--- config.mk ---
export PLATFORM = sky130hd
export DESIGN_NAME = pipeline_ctrl_flat
export DESIGN_NICKNAME = d
export VERILOG_FILES = /design/src/rtl/pipeline_ctrl_if.sv /design/src/rtl/pipeline_ctrl.sv /design/src/flat_wrapper.sv
export SDC_FILE = /design/constraint.sdc
export NUM_CORES = 1
export LEC_CHECK = 0
export CAP_MARGIN = 20
export CORE_MARGIN = 2
export CORE_UTILIZATION = 35
export CTS_CLUSTER_DIAMETER = 30
export DETAILED_ROUTE_END_ITERATION = 16
export PLACE_DENSITY = 0.62
export SYNTH_ARGS = -nofsm -noshare
export SYNTH_HDL_FRONTEND = slang
export SYNTH_SLANG_ARGS = --single-unit
--- constraint.sdc ---
create_clock -name clk -period 4.2 [get_ports clk]
set_input_delay 0.63 -clock clk [delete_from_list [all_inputs] [get_ports clk]]
set_output_delay 0.63 -clock clk [all_outputs]
set_load 0.03 [all_outputs]
--- src/rtl/pipeline_ctrl_if.sv ---
// Hazard/control bundle between the decode-side pipeline and pipeline_ctrl.
// The slave modport is the controller's view; master is the pipeline/driver side.
interface pipeline_ctrl_if;
    logic [4:0]  id_rs;
    logic [4:0]  id_rt;
    logic        id_use_rs;
    logic        id_use_rt;
    logic        id_jump;
    logic        id_jr;
    logic [4:0]  ex_wr_addr;
    logic        ex_regWr;
    logic        ex_memToReg;
    logic [4:0]  mem_wr_addr;
    logic        mem_regWr;
    logic        mem_memToReg;
    logic        ex_br_taken;
    logic        pc_en;
    logic        ifid_en;
    logic        ifid_flush;
    logic        idex_bubble;
    logic [1:0]  pc_sel;
    logic [15:0] stall_cnt;
    logic [15:0] flush_cnt;

    modport master (
        output id_rs, id_rt, id_use_rs, id_use_rt, id_jump, id_jr,
               ex_wr_addr, ex_regWr, ex_memToReg,
               mem_wr_addr, mem_regWr, mem_memToReg, ex_br_taken,
        input  pc_en, ifid_en, ifid_flush, idex_bubble, pc_sel,
               stall_cnt, flush_cnt
    );

    modport slave (
        input  id_rs, id_rt, id_use_rs, id_use_rt, id_jump, id_jr,
               ex_wr_addr, ex_regWr, ex_memToReg,
               mem_wr_addr, mem_regWr, mem_memToReg, ex_br_taken,
        output pc_en, ifid_en, ifid_flush, idex_bubble, pc_sel,
               stall_cnt, flush_cnt
    );
endinterface

--- src/rtl/pipeline_ctrl.sv ---
// Load-use stall and control-flow flush controller for a 5-stage pipeline.
// Outputs are combinational from inputs and state; counters saturate.
module pipeline_ctrl (
    input  logic           clk,
    input  logic           reset,
    pipeline_ctrl_if.slave bus
);
    typedef enum logic {RUN, STALL} state_e;

    state_e      state_q, state_d;
    logic [1:0]  stall_left_q, stall_left_d;
    logic [15:0] stall_cnt_q, stall_cnt_d;
    logic [15:0] flush_cnt_q, flush_cnt_d;

    logic        hz_ex, hz_mem, stall;
    logic        pc_en, ifid_en, ifid_flush, idex_bubble;
    logic [1:0]  pc_sel;

    // Register 0 is hardwired, so a write to it can never feed a consumer.
    function automatic logic match(input logic [4:0] r, input logic [4:0] w,
                                   input logic en);
        return en && (r == w) && (w != 5'd0);
    endfunction

    always_comb begin
        hz_ex  = bus.ex_regWr && bus.ex_memToReg &&
                 (match(bus.id_rs, bus.ex_wr_addr, bus.id_use_rs) ||
                  match(bus.id_rt, bus.ex_wr_addr, bus.id_use_rt));
        hz_mem = bus.mem_regWr && bus.mem_memToReg &&
                 (match(bus.id_rs, bus.mem_wr_addr, bus.id_use_rs) ||
                  match(bus.id_rt, bus.mem_wr_addr, bus.id_use_rt));
    end

    always_comb begin
        state_d      = state_q;
        stall_left_d = stall_left_q;
        stall        = 1'b0;
        pc_en        = 1'b1;
        ifid_en      = 1'b1;
        ifid_flush   = 1'b0;
        idex_bubble  = 1'b0;
        pc_sel       = 2'b00;

        if (reset) begin
            ifid_flush   = 1'b1;
            idex_bubble  = 1'b1;
            state_d      = RUN;
            stall_left_d = 2'd0;
        end else if (bus.ex_br_taken) begin
            // A taken branch squashes everything younger, including a pending stall.
            pc_sel       = 2'b11;
            ifid_flush   = 1'b1;
            idex_bubble  = 1'b1;
            state_d      = RUN;
            stall_left_d = 2'd0;
        end else if (state_q == STALL) begin
            stall = 1'b1;
            if (stall_left_q != 2'd0) stall_left_d = stall_left_q - 2'd1;
            if (stall_left_q <= 2'd1) state_d = RUN;
        end else if (hz_ex) begin
            stall        = 1'b1;
            state_d      = STALL;
            stall_left_d = 2'd1;
        end else if (hz_mem) begin
            stall = 1'b1;
        end else if (bus.id_jump) begin
            pc_sel     = 2'b01;
            ifid_flush = 1'b1;
        end else if (bus.id_jr) begin
            pc_sel     = 2'b10;
            ifid_flush = 1'b1;
        end

        if (stall) begin
            pc_en       = 1'b0;
            ifid_en     = 1'b0;
            idex_bubble = 1'b1;
        end
    end

    always_comb begin
        stall_cnt_d = stall_cnt_q;
        flush_cnt_d = flush_cnt_q;
        if (reset) begin
            stall_cnt_d = 16'd0;
            flush_cnt_d = 16'd0;
        end else begin
            if (stall && stall_cnt_q != 16'hFFFF) stall_cnt_d = stall_cnt_q + 16'd1;
            if (ifid_flush && flush_cnt_q != 16'hFFFF) flush_cnt_d = flush_cnt_q + 16'd1;
        end
    end

    always_ff @(posedge clk) begin
        state_q      <= state_d;
        stall_left_q <= stall_left_d;
        stall_cnt_q  <= stall_cnt_d;
        flush_cnt_q  <= flush_cnt_d;
    end

    assign bus.pc_en       = pc_en;
    assign bus.ifid_en     = ifid_en;
    assign bus.ifid_flush  = ifid_flush;
    assign bus.idex_bubble = idex_bubble;
    assign bus.pc_sel      = pc_sel;
    assign bus.stall_cnt   = stall_cnt_q;
    assign bus.flush_cnt   = flush_cnt_q;
endmodule

--- src/flat_wrapper.sv ---
// flat-port wrapper written by rule: the top's interface ports become plain ports
module pipeline_ctrl_flat 
  (clk, reset, bus_id_rs, bus_id_rt, bus_id_use_rs, bus_id_use_rt, bus_id_jump, bus_id_jr, bus_ex_wr_addr, bus_ex_regWr, bus_ex_memToReg, bus_mem_wr_addr, bus_mem_regWr, bus_mem_memToReg, bus_ex_br_taken, bus_pc_en, bus_ifid_en, bus_ifid_flush, bus_idex_bubble, bus_pc_sel, bus_stall_cnt, bus_flush_cnt);
  pipeline_ctrl_if bus_i ();
  input  logic clk;
  input  logic reset;
  input wire logic [$bits(bus_i.id_rs)-1:0] bus_id_rs;
  input wire logic [$bits(bus_i.id_rt)-1:0] bus_id_rt;
  input wire logic [$bits(bus_i.id_use_rs)-1:0] bus_id_use_rs;
  input wire logic [$bits(bus_i.id_use_rt)-1:0] bus_id_use_rt;
  input wire logic [$bits(bus_i.id_jump)-1:0] bus_id_jump;
  input wire logic [$bits(bus_i.id_jr)-1:0] bus_id_jr;
  input wire logic [$bits(bus_i.ex_wr_addr)-1:0] bus_ex_wr_addr;
  input wire logic [$bits(bus_i.ex_regWr)-1:0] bus_ex_regWr;
  input wire logic [$bits(bus_i.ex_memToReg)-1:0] bus_ex_memToReg;
  input wire logic [$bits(bus_i.mem_wr_addr)-1:0] bus_mem_wr_addr;
  input wire logic [$bits(bus_i.mem_regWr)-1:0] bus_mem_regWr;
  input wire logic [$bits(bus_i.mem_memToReg)-1:0] bus_mem_memToReg;
  input wire logic [$bits(bus_i.ex_br_taken)-1:0] bus_ex_br_taken;
  output wire logic [$bits(bus_i.pc_en)-1:0] bus_pc_en;
  output wire logic [$bits(bus_i.ifid_en)-1:0] bus_ifid_en;
  output wire logic [$bits(bus_i.ifid_flush)-1:0] bus_ifid_flush;
  output wire logic [$bits(bus_i.idex_bubble)-1:0] bus_idex_bubble;
  output wire logic [$bits(bus_i.pc_sel)-1:0] bus_pc_sel;
  output wire logic [$bits(bus_i.stall_cnt)-1:0] bus_stall_cnt;
  output wire logic [$bits(bus_i.flush_cnt)-1:0] bus_flush_cnt;
  assign bus_i.id_rs = bus_id_rs;
  assign bus_i.id_rt = bus_id_rt;
  assign bus_i.id_use_rs = bus_id_use_rs;
  assign bus_i.id_use_rt = bus_id_use_rt;
  assign bus_i.id_jump = bus_id_jump;
  assign bus_i.id_jr = bus_id_jr;
  assign bus_i.ex_wr_addr = bus_ex_wr_addr;
  assign bus_i.ex_regWr = bus_ex_regWr;
  assign bus_i.ex_memToReg = bus_ex_memToReg;
  assign bus_i.mem_wr_addr = bus_mem_wr_addr;
  assign bus_i.mem_regWr = bus_mem_regWr;
  assign bus_i.mem_memToReg = bus_mem_memToReg;
  assign bus_i.ex_br_taken = bus_ex_br_taken;
  assign bus_pc_en = bus_i.pc_en;
  assign bus_ifid_en = bus_i.ifid_en;
  assign bus_ifid_flush = bus_i.ifid_flush;
  assign bus_idex_bubble = bus_i.idex_bubble;
  assign bus_pc_sel = bus_i.pc_sel;
  assign bus_stall_cnt = bus_i.stall_cnt;
  assign bus_flush_cnt = bus_i.flush_cnt;
  pipeline_ctrl u_core (.clk(clk), .reset(reset), .bus(bus_i));
endmodule
==> out/results.txt, run 1 <==
Wires add up to 5390 um. Yosys mapped a number of flops with a built-in enable equal to 0. The tools report the count of final hold-check violations as 0. In this run the clock root is driven by a clkbuf_8.

Counting every sink on the clock net gives 35. The tools report the startpoint of the most critical register-to-register path as u_core.bus.flush_cnt[3]. The run gives 0 as the count of final max-slew check failures. The multi-input combinational cells in the finished layout cover a total of 1370 um^2. Entering global routing, the biggest net connects 38 pins. Once the clock tree was built, the resizer swapped 0 gates to a different size.

The tools report the setup slack on the worst flop-to-flop path as 1.53 ns. The synthesized design devotes to its leading area cell type 32.3% of total area. Number of buffers added to fix hold violations after cts: 0.

By area the synthesized netlist is led by dfxtp_1 (32%), xnor2_1 (11%), nor2_1 (5.5%). The mapped netlist covers 2170 um^2. For this configuration, the core starts out at a cell density of 36.4%. The number of antenna violations at the first check in global routing came out at 0.

Buffers placed on the I/O ports in this run total 68. The first global-routing pass estimated 8540 um of wire. The number of placement rows is 28.

STA classifies the critical path startpoint as a primary input. In this run the worst path has a maximum fanout of 6. Area inside the core boundary: 5960 um^2.

The post-synthesis net count is 288, and the share of power burned in registers is 49.0%. Data required time of the worst path: 3.57 ns. Combinational cells account for 16.5% of the total power. Across the whole layout, storage elements account for 701 um^2. The worst pin sits at a relative slew slack of 56.5%. The flow ran to the end, and the final reports show no timing, DRC or antenna violations.

Final weighted congestion in routability-driven placement: 0.793. The class of the tightest hold or removal check is reg -> reg. For the pin with the worst max-slew slack, the measured transition is 0.652 ns. The die span in x is 82.7 um, and the static leakage is 0.980 nW. The worst path arrival time is 3.17 ns, and the total I/O pin count is 69. Across the routed clock network, the largest skew measured is 0.00985 ns. TritonCTS built the clock tree. Setup violations remaining at the end of the flow were counted as 0.

The library cell used most frequently in the layout, excluding fill and tap cells, is clkdlybuf4s50_1. After legalization and detailed placement, the total HPWL measured 3960 um. The tools report the worst-case hold path end point as u_core.bus.flush_cnt[10]. Leaving out fill and tap cells, the most frequent cells in the layout are clkdlybuf4s50_1 (68), dfxtp_1 (35), nor2_1 (32), xnor2_1 (26), nand2_1 (15). For this design the total switching power over the nets is 0.000182 W. The critical path is of the in -> out type.

In this run the most critical hold path is launched from u_core.bus.flush_cnt[10]. The synthesis warning total came out at 0. From synthesis to final layout, the design area changed by 37.9%. In this run switching power makes up 26.3% of total power. The sum of negative setup slack was 0 ns; the share of the core filled with cells in the final layout was 50.2%.

The area enclosed by the die boundary is 6840 um^2. The post-synthesis async set-or-reset flop share was 0%. The run gives 32.3% as the share of the yosys chip area belonging to registers. Height of the chip: 82.7 um. After detailed routing, the average wire length per cell comes to 13.6 um.

In this run the remaining antenna-violating nets after routing total 0. After synthesis the netlist holds a flip-flop and latch count of 35. Power spread over the standard cell area amounts to 231 nW/um^2. In this run, CTS created clock tree buffers numbering 5. The top flip-flop cell by instance count after synthesis is dfxtp_1. The run gives 0 as the DRC violation count after routing.

The terminus of the critical flop-to-flop path is u_core.bus.flush_cnt[11]. The tools report the critical path endpoint category as a primary output. Using the TritonRoute via totals, the vias-per-cell ratio works out to 5.23. The count of cells along the worst register-to-register path works out to 8. The clock network accounts for 34.6% of the total power. The synthesized netlist contains 47 unique library cells. 0 antenna diodes ended up in the layout. In the synthesized netlist, the number of instances is 253.

The mean post-synth cell area was 8.57 um^2; the number of fill cells was 600. Detailed router's first-iteration violation count: 95. The final period utilization came out at 90.5%.

The routed design could run at a clock period as short as 3.80 ns. The cell type with the largest total area after synthesis is dfxtp_1. The total routing usage reported by global routing came out at 16.1%. The worst hold path was traced through 2 stages.

CTS built an H-tree with a depth of 2. The maximum root-to-sink buffer count was 2. The count of buffers added by post-CTS timing repair for setup was 0; the number of global-route vias before repair was 1884. For this run, the post-layout net count is 356. The fmax is 263 MHz, and the via count of the routed design is 2078.

The worst-case IR drop observed on VDD is 0.000142 V. The clock reaches the later pin of the worst-skew pair after 0.29 ns. The tools report the number of maximum-capacitance constraint violations as 0.

The fraction of layout instances using a drive strength above 1 works out to 6.83%. The run gives 0.000510 W as the total internal power. The first TritonRoute pass finished after 4 iterations.

The tools report the global route total overflow as 0. Setup repair after global routing left no endpoint under its margin. The clock transition at the registers of the reported paths came out at 0.08 ns.
==> registers in the layout, indices dropped and copies added (netlist names) <==
signal / count
u_core.state_q: 1
u_core.stall_left_q: 2
u_core.bus.flush_cnt: 16
u_core.bus.stall_cnt: 16
==> synth_stat cells (6+ instances only) <==
master / instances
dfxtp_1: 35
nor2_1: 32
xnor2_1: 26
nand2_1: 15
a21oi_1: 13
nand3_1: 11
inv_1: 10
nand4_1: 9
mux2_1: 7
nor2b_1: 7
or4_1: 7
o31ai_1: 6
or3_1: 6
==> power groups by stage <==
stage               combinational (W)  sequential, W  clock [W]
floorplan                   0.0000540       0.000352          0
global placement             0.000114       0.000346          0
detailed placement           0.000115       0.000347          0
CTS                          0.000115       0.000339   0.000246
global route                 0.000123       0.000339   0.000260
finish                       0.000114       0.000339   0.000239
==> layer usage <==
layer	vias up	GRT usage (%)	routed length, um
met5	-	0	0
met4	0	4.43	46
met3	7	4.57	425
met2	59	26.2	2380
met1	965	20.8	2540
li1	1047	-	-
==> metrics by stage <==
step / cell area, um^2 / hold slack [ns] / std cells / setup slack (ns) / power [W]
after global routing: 2990 / 0.544 / 397 / 0.271 / 0.000722
after detailed placement: 2910 / 0.491 / 389 / 0.419 / 0.000461
after global placement: 2910 / 0.489 / 389 / 0.457 / 0.000461
after CTS: 2990 / 0.504 / 397 / 0.415 / 0.000700
after floorplan: 2170 / 0.476 / 253 / 1.14 / 0.000406
final: 2990 / 0.508 / 397 / 0.397 / 0.000692
==> worst max-delay path by stage <==
stage | startpoint | to | slack (ns)
floorplan | bus_ex_wr_addr[0] | bus_pc_en | 1.14
global placement | bus_ex_wr_addr[0] | bus_pc_sel[1] | 0.46
detailed placement | bus_ex_wr_addr[0] | bus_pc_sel[1] | 0.42
CTS | bus_ex_wr_addr[0] | bus_pc_sel[1] | 0.42
global route | bus_ex_wr_addr[0] | bus_ifid_flush | 0.27
finish | bus_ex_wr_addr[0] | bus_ifid_flush | 0.40
==> critical path, cell delays in order <==
cell             delay (ns)
clkdlybuf4s50_1        0.47
or3_1                  0.41
o311a_4                0.35
a221oi_4               0.38
o21ai_0                0.16
nand2_1                0.09
clkdlybuf4s50_1        0.67
==> logic make-up after synthesis <==
logic type	count (synthesis)	share of synthesized area, %
AND/OR/NAND/NOR	114	29.4
AO/OA/AOI/OAI	42	15.0
flip-flops	35	32.3
XOR/XNOR	27	10.9
buffers and inverters	20	4.33
multiplexers	11	5.71
adder cells (fa/ha/maj)	4	2.31
==> cell type report <==
type                       instances  area share (%)
clock buffer                       7            2.55
clock inverter                     1           0.167
inverter                          10            1.26
multi-input combinational        198            45.9
sequential                        35            23.4
tap                               75            3.14
timing repair buffer              71            23.5
No activity file was read; power rests on OpenSTA's default activity.
==> run 2, diff against run 1 <==
CORE_MARGIN = 4   (was 2)
==> out/results.txt, run 2 (same netlist as run 1, synthesis figures left out) <==
The flow ran to the end, and the final reports show no timing, DRC or antenna violations. The starting density of the core was 36.4% (unchanged); the combined buffer and inverter count along the critical path was 2 (unchanged). The height of the chip is 86.7 um (+4.8%). The signal on the critical path passes through clkdlybuf4s50_1 -> or3_1 -> o311a_4 -> a221oi_4 -> a31oi_1 -> nor2_1 -> clkdlybuf4s50_1.

The tools report the filler-free cell count of the finished design as 397 (unchanged). The detailed router's first-iteration violation count was 75 (-21%); the area growth from synthesis to layout was 38.5%. The tools report the half-perimeter wire length of the detailed placement result as 4120 um (+4.1%). The dominant cell type by count on the critical path is clkdlybuf4s50_1. Termination of the worst setup path: bus_pc_sel[1]. Clock tree synthesis selected as its root buffer the cell clkbuf_8. The sum of negative setup slack is 0 ns (unchanged). Mean number of vias per cell: 5.20 (-0.58%). The worst setup path is launched from a primary input. The total routing usage reported by global routing is 15.3% (-0.82 points).

The die span in x was 86.7 um (+4.8%); the number of antenna violations at the first check in global routing was 0 (unchanged). Number of routed nets with antenna violations: 0 (unchanged). The library cells used most frequently in the layout, excluding fill and tap cells, are clkdlybuf4s50_1 (68), dfxtp_1 (35), nor2_1 (32), xnor2_1 (26), nand2_1 (15). The clock transition at the registers of the reported paths works out to 0.06 ns (-0.02 ns). The remaining max-slew budget at the tightest pin was 54.8% (-1.7 points). The run gives 0 (unchanged) as the count of buffers added by post-CTS timing repair for setup. The endpoint identified for the worst register-to-register timing path is u_core.bus.flush_cnt[1]. The tools report the pin count of the biggest net entering global routing as 34 (-11%).

The tools report the number of instances in the placed design as 390 (+0.26%). The run gives 357 (+0.28%) as the net count of the finished layout. The largest driver fanout on the critical path was 6 (unchanged); the number of gates on the worst path with buffers counted was 7 (unchanged). Number of global-route vias before repair: 2035 (+8.0%). Final wirelength: 5600 um (+3.8%). The final period utilization works out to 90.0% (-0.53 points). The logs give 5 (unchanged) for the number of CTS-inserted buffers and 7520 um^2 (+9.9%) for the area enclosed by the die boundary. For the count of final hold-check violations, the log shows 0 (unchanged).

The worst voltage drop across the vdd grid was 0.000123 V (-14%); the number of maximum-capacitance constraint violations was 0 (unchanged). The startpoint of the most critical register-to-register path was u_core.bus.flush_cnt[8]. The commonest non-fill, non-tap cell in the layout was clkdlybuf4s50_1. Among cell families on the critical path, the largest total delay comes from buffers and inverters. The origin of the worst setup path is bus_ex_wr_addr[0]. For the global route total overflow, the log shows 0 (unchanged). The critical path endpoint category was a primary output.

The tools report the number of placement rows as 28 (unchanged). The library cell contributing the largest single delay on the critical path was clkdlybuf4s50_1. TritonCTS built the clock tree. The number of buffers added to fix hold violations after cts came out at 0 (unchanged). The tools report the global-route wire length before repair as 9340 um (+9.3%). The detail-routed net length per standard cell is 14.1 um (+3.8%), and the largest clock skew in the final design is 0.00992 ns (+0.0000692 ns). The logs give 35 (unchanged) for the number of sinks driven by the clock tree and 4 (unchanged) for the number of iterations in the first detailed-routing pass.

The fraction of power spent switching nets was 25.8% (-0.53 points); the fraction of layout instances using a drive strength above 1 was 7.45% (+0.62 points). The number of H-tree levels is 2 (unchanged), and the total internal power is 0.000523 W (+2.5%). The clock share of power is 35.5% (+0.9 points), and the overall power after layout is 0.000704 W (+1.7%). Setup repair after global routing left no endpoint under its margin. The logs give 0.991 nW (+1.0%) for the static leakage and 3.15 ns (-0.02 ns) for the worst path arrival time. The run gives 0.867 (+9.4%) as the final weighted congestion in routability-driven placement. The largest stage delay on the critical path works out to 0.68 ns (about the same). The net switching component of the power was 0.000181 W (-0.33%); the worst hold margin was 0.506 ns (-0.00164 ns). Class of the tightest hold or removal check: reg -> reg. The critical path start-end classification is in -> out. The clock period minus worst slack is 3.78 ns (-0.0225 ns). For the area inside the core boundary, the log shows 5960 um^2 (unchanged).

The tools report the share of power burned in registers as 48.1% (-0.9 points). The maximum root-to-sink buffer count is 2 (unchanged), and the transition time at the pin with the least slew margin is 0.677 ns (+0.0249 ns). The run gives 1.69 ns (+0.16 ns) as the setup slack on the worst flop-to-flop path. The tools report the DRC violation count after routing as 0 (unchanged).

The number of fill cells was 571 (-4.8%). The power per cell area was 234 nW/um^2 (+1.3%); the count of final max-slew check failures was 0 (unchanged). The number of inserted diodes was 0 (unchanged).

The tools report the total I/O pin count as 69 (unchanged). The count of cells along the worst register-to-register path is 8 (unchanged). For the via count of the routed design, the log shows 2066 (-0.58%). The logs give 265 MHz (+0.59%) for the fmax and 3.57 ns (about the same) for the data required time of the worst path. The worst-skew pair later-pin latency was 0.29 ns (about the same). The port buffer count was 68 (unchanged). The final setup violation count was 0 (unchanged); the number of cells upsized or downsized after cts was 0 (unchanged).

The combinational fraction of design power is 16.3% (-0.2 points).
==> run 2: cell count changes in the layout (fill, tap and decap cells not counted) <==
cell	delta
buf_4	+1
clkbuf_1	-2
clkbuf_8	+1
==> run 2: final cells by class <==
cell class	count	area (um^2)	area share (%)
clock buffers	6	82.6	2.75
clock inverters	1	5.00	0.167
inverters	10	37.5	1.25
multi-input cells	198	1370	45.7
flip-flops and latches	35	701	23.3
well taps	75	93.8	3.12
repair buffers	72	711	23.7
==> run 2: worst min-delay path by stage <==
| stage | start | endpoint | slack (ns) | depth (start not counted) |
|---|---|---|---|---|
| after floorplan | u_core.stall_left_q[1] | u_core.state_q | 0.48 | 2 |
| after global placement | u_core.bus.flush_cnt[10] | u_core.bus.flush_cnt[10] | 0.48 | 2 |
| after detailed placement | u_core.stall_left_q[1] | u_core.state_q | 0.49 | 2 |
| after CTS | u_core.bus.flush_cnt[10] | u_core.bus.flush_cnt[10] | 0.51 | 2 |
| after global routing | u_core.bus.flush_cnt[15] | u_core.bus.flush_cnt[15] | 0.55 | 2 |
| final | u_core.bus.flush_cnt[10] | u_core.bus.flush_cnt[10] | 0.51 | 2 |
==> run 2: routing by layer <==
layer  global-route usage (%)  routed length [um]  up-vias  part of all wire (%)
li1                         -                   -     1049                     -
met1                     21.4                2890      952                    52
met2                     23.4                2370       57                    42
met3                     3.23                 272        8                   4.9
met4                     4.82                  63        0                   1.1
met5                        0                   0        -                     0
==> run 2: worst register-to-register path, cell delays in order (launching register included) <==
cell and delay [ns]:
dfxtp_1 0.41, and4_1 0.30, nand4_1 0.18, nor3_1 0.35, nor3_1 0.10, a21oi_2 0.55, buf_4 0.27, mux2i_1 0.18
nor2_1 0.05
==> run 2: through the flow <==
stage          worst slack [ns]  area, um^2  utilization [%]
6_report                  0.420        3000             50.4
5_1_grt                   0.297        3000             50.4
4_1_cts                   0.409        3000             50.4
3_5_place_dp              0.425        2920             49.0
3_3_place_gp              0.450        2920             49.0
2_1_floorplan              1.14        2170                -
==> run 2: power groups by stage <==
stage | clock network [W] | logic, W | registers [W]
floorplan | 0 | 0.0000540 | 0.000352
global placement | 0 | 0.000115 | 0.000346
detailed placement | 0 | 0.000115 | 0.000346
CTS | 0.000259 | 0.000116 | 0.000339
global route | 0.000271 | 0.000124 | 0.000339
finish | 0.000250 | 0.000115 | 0.000339
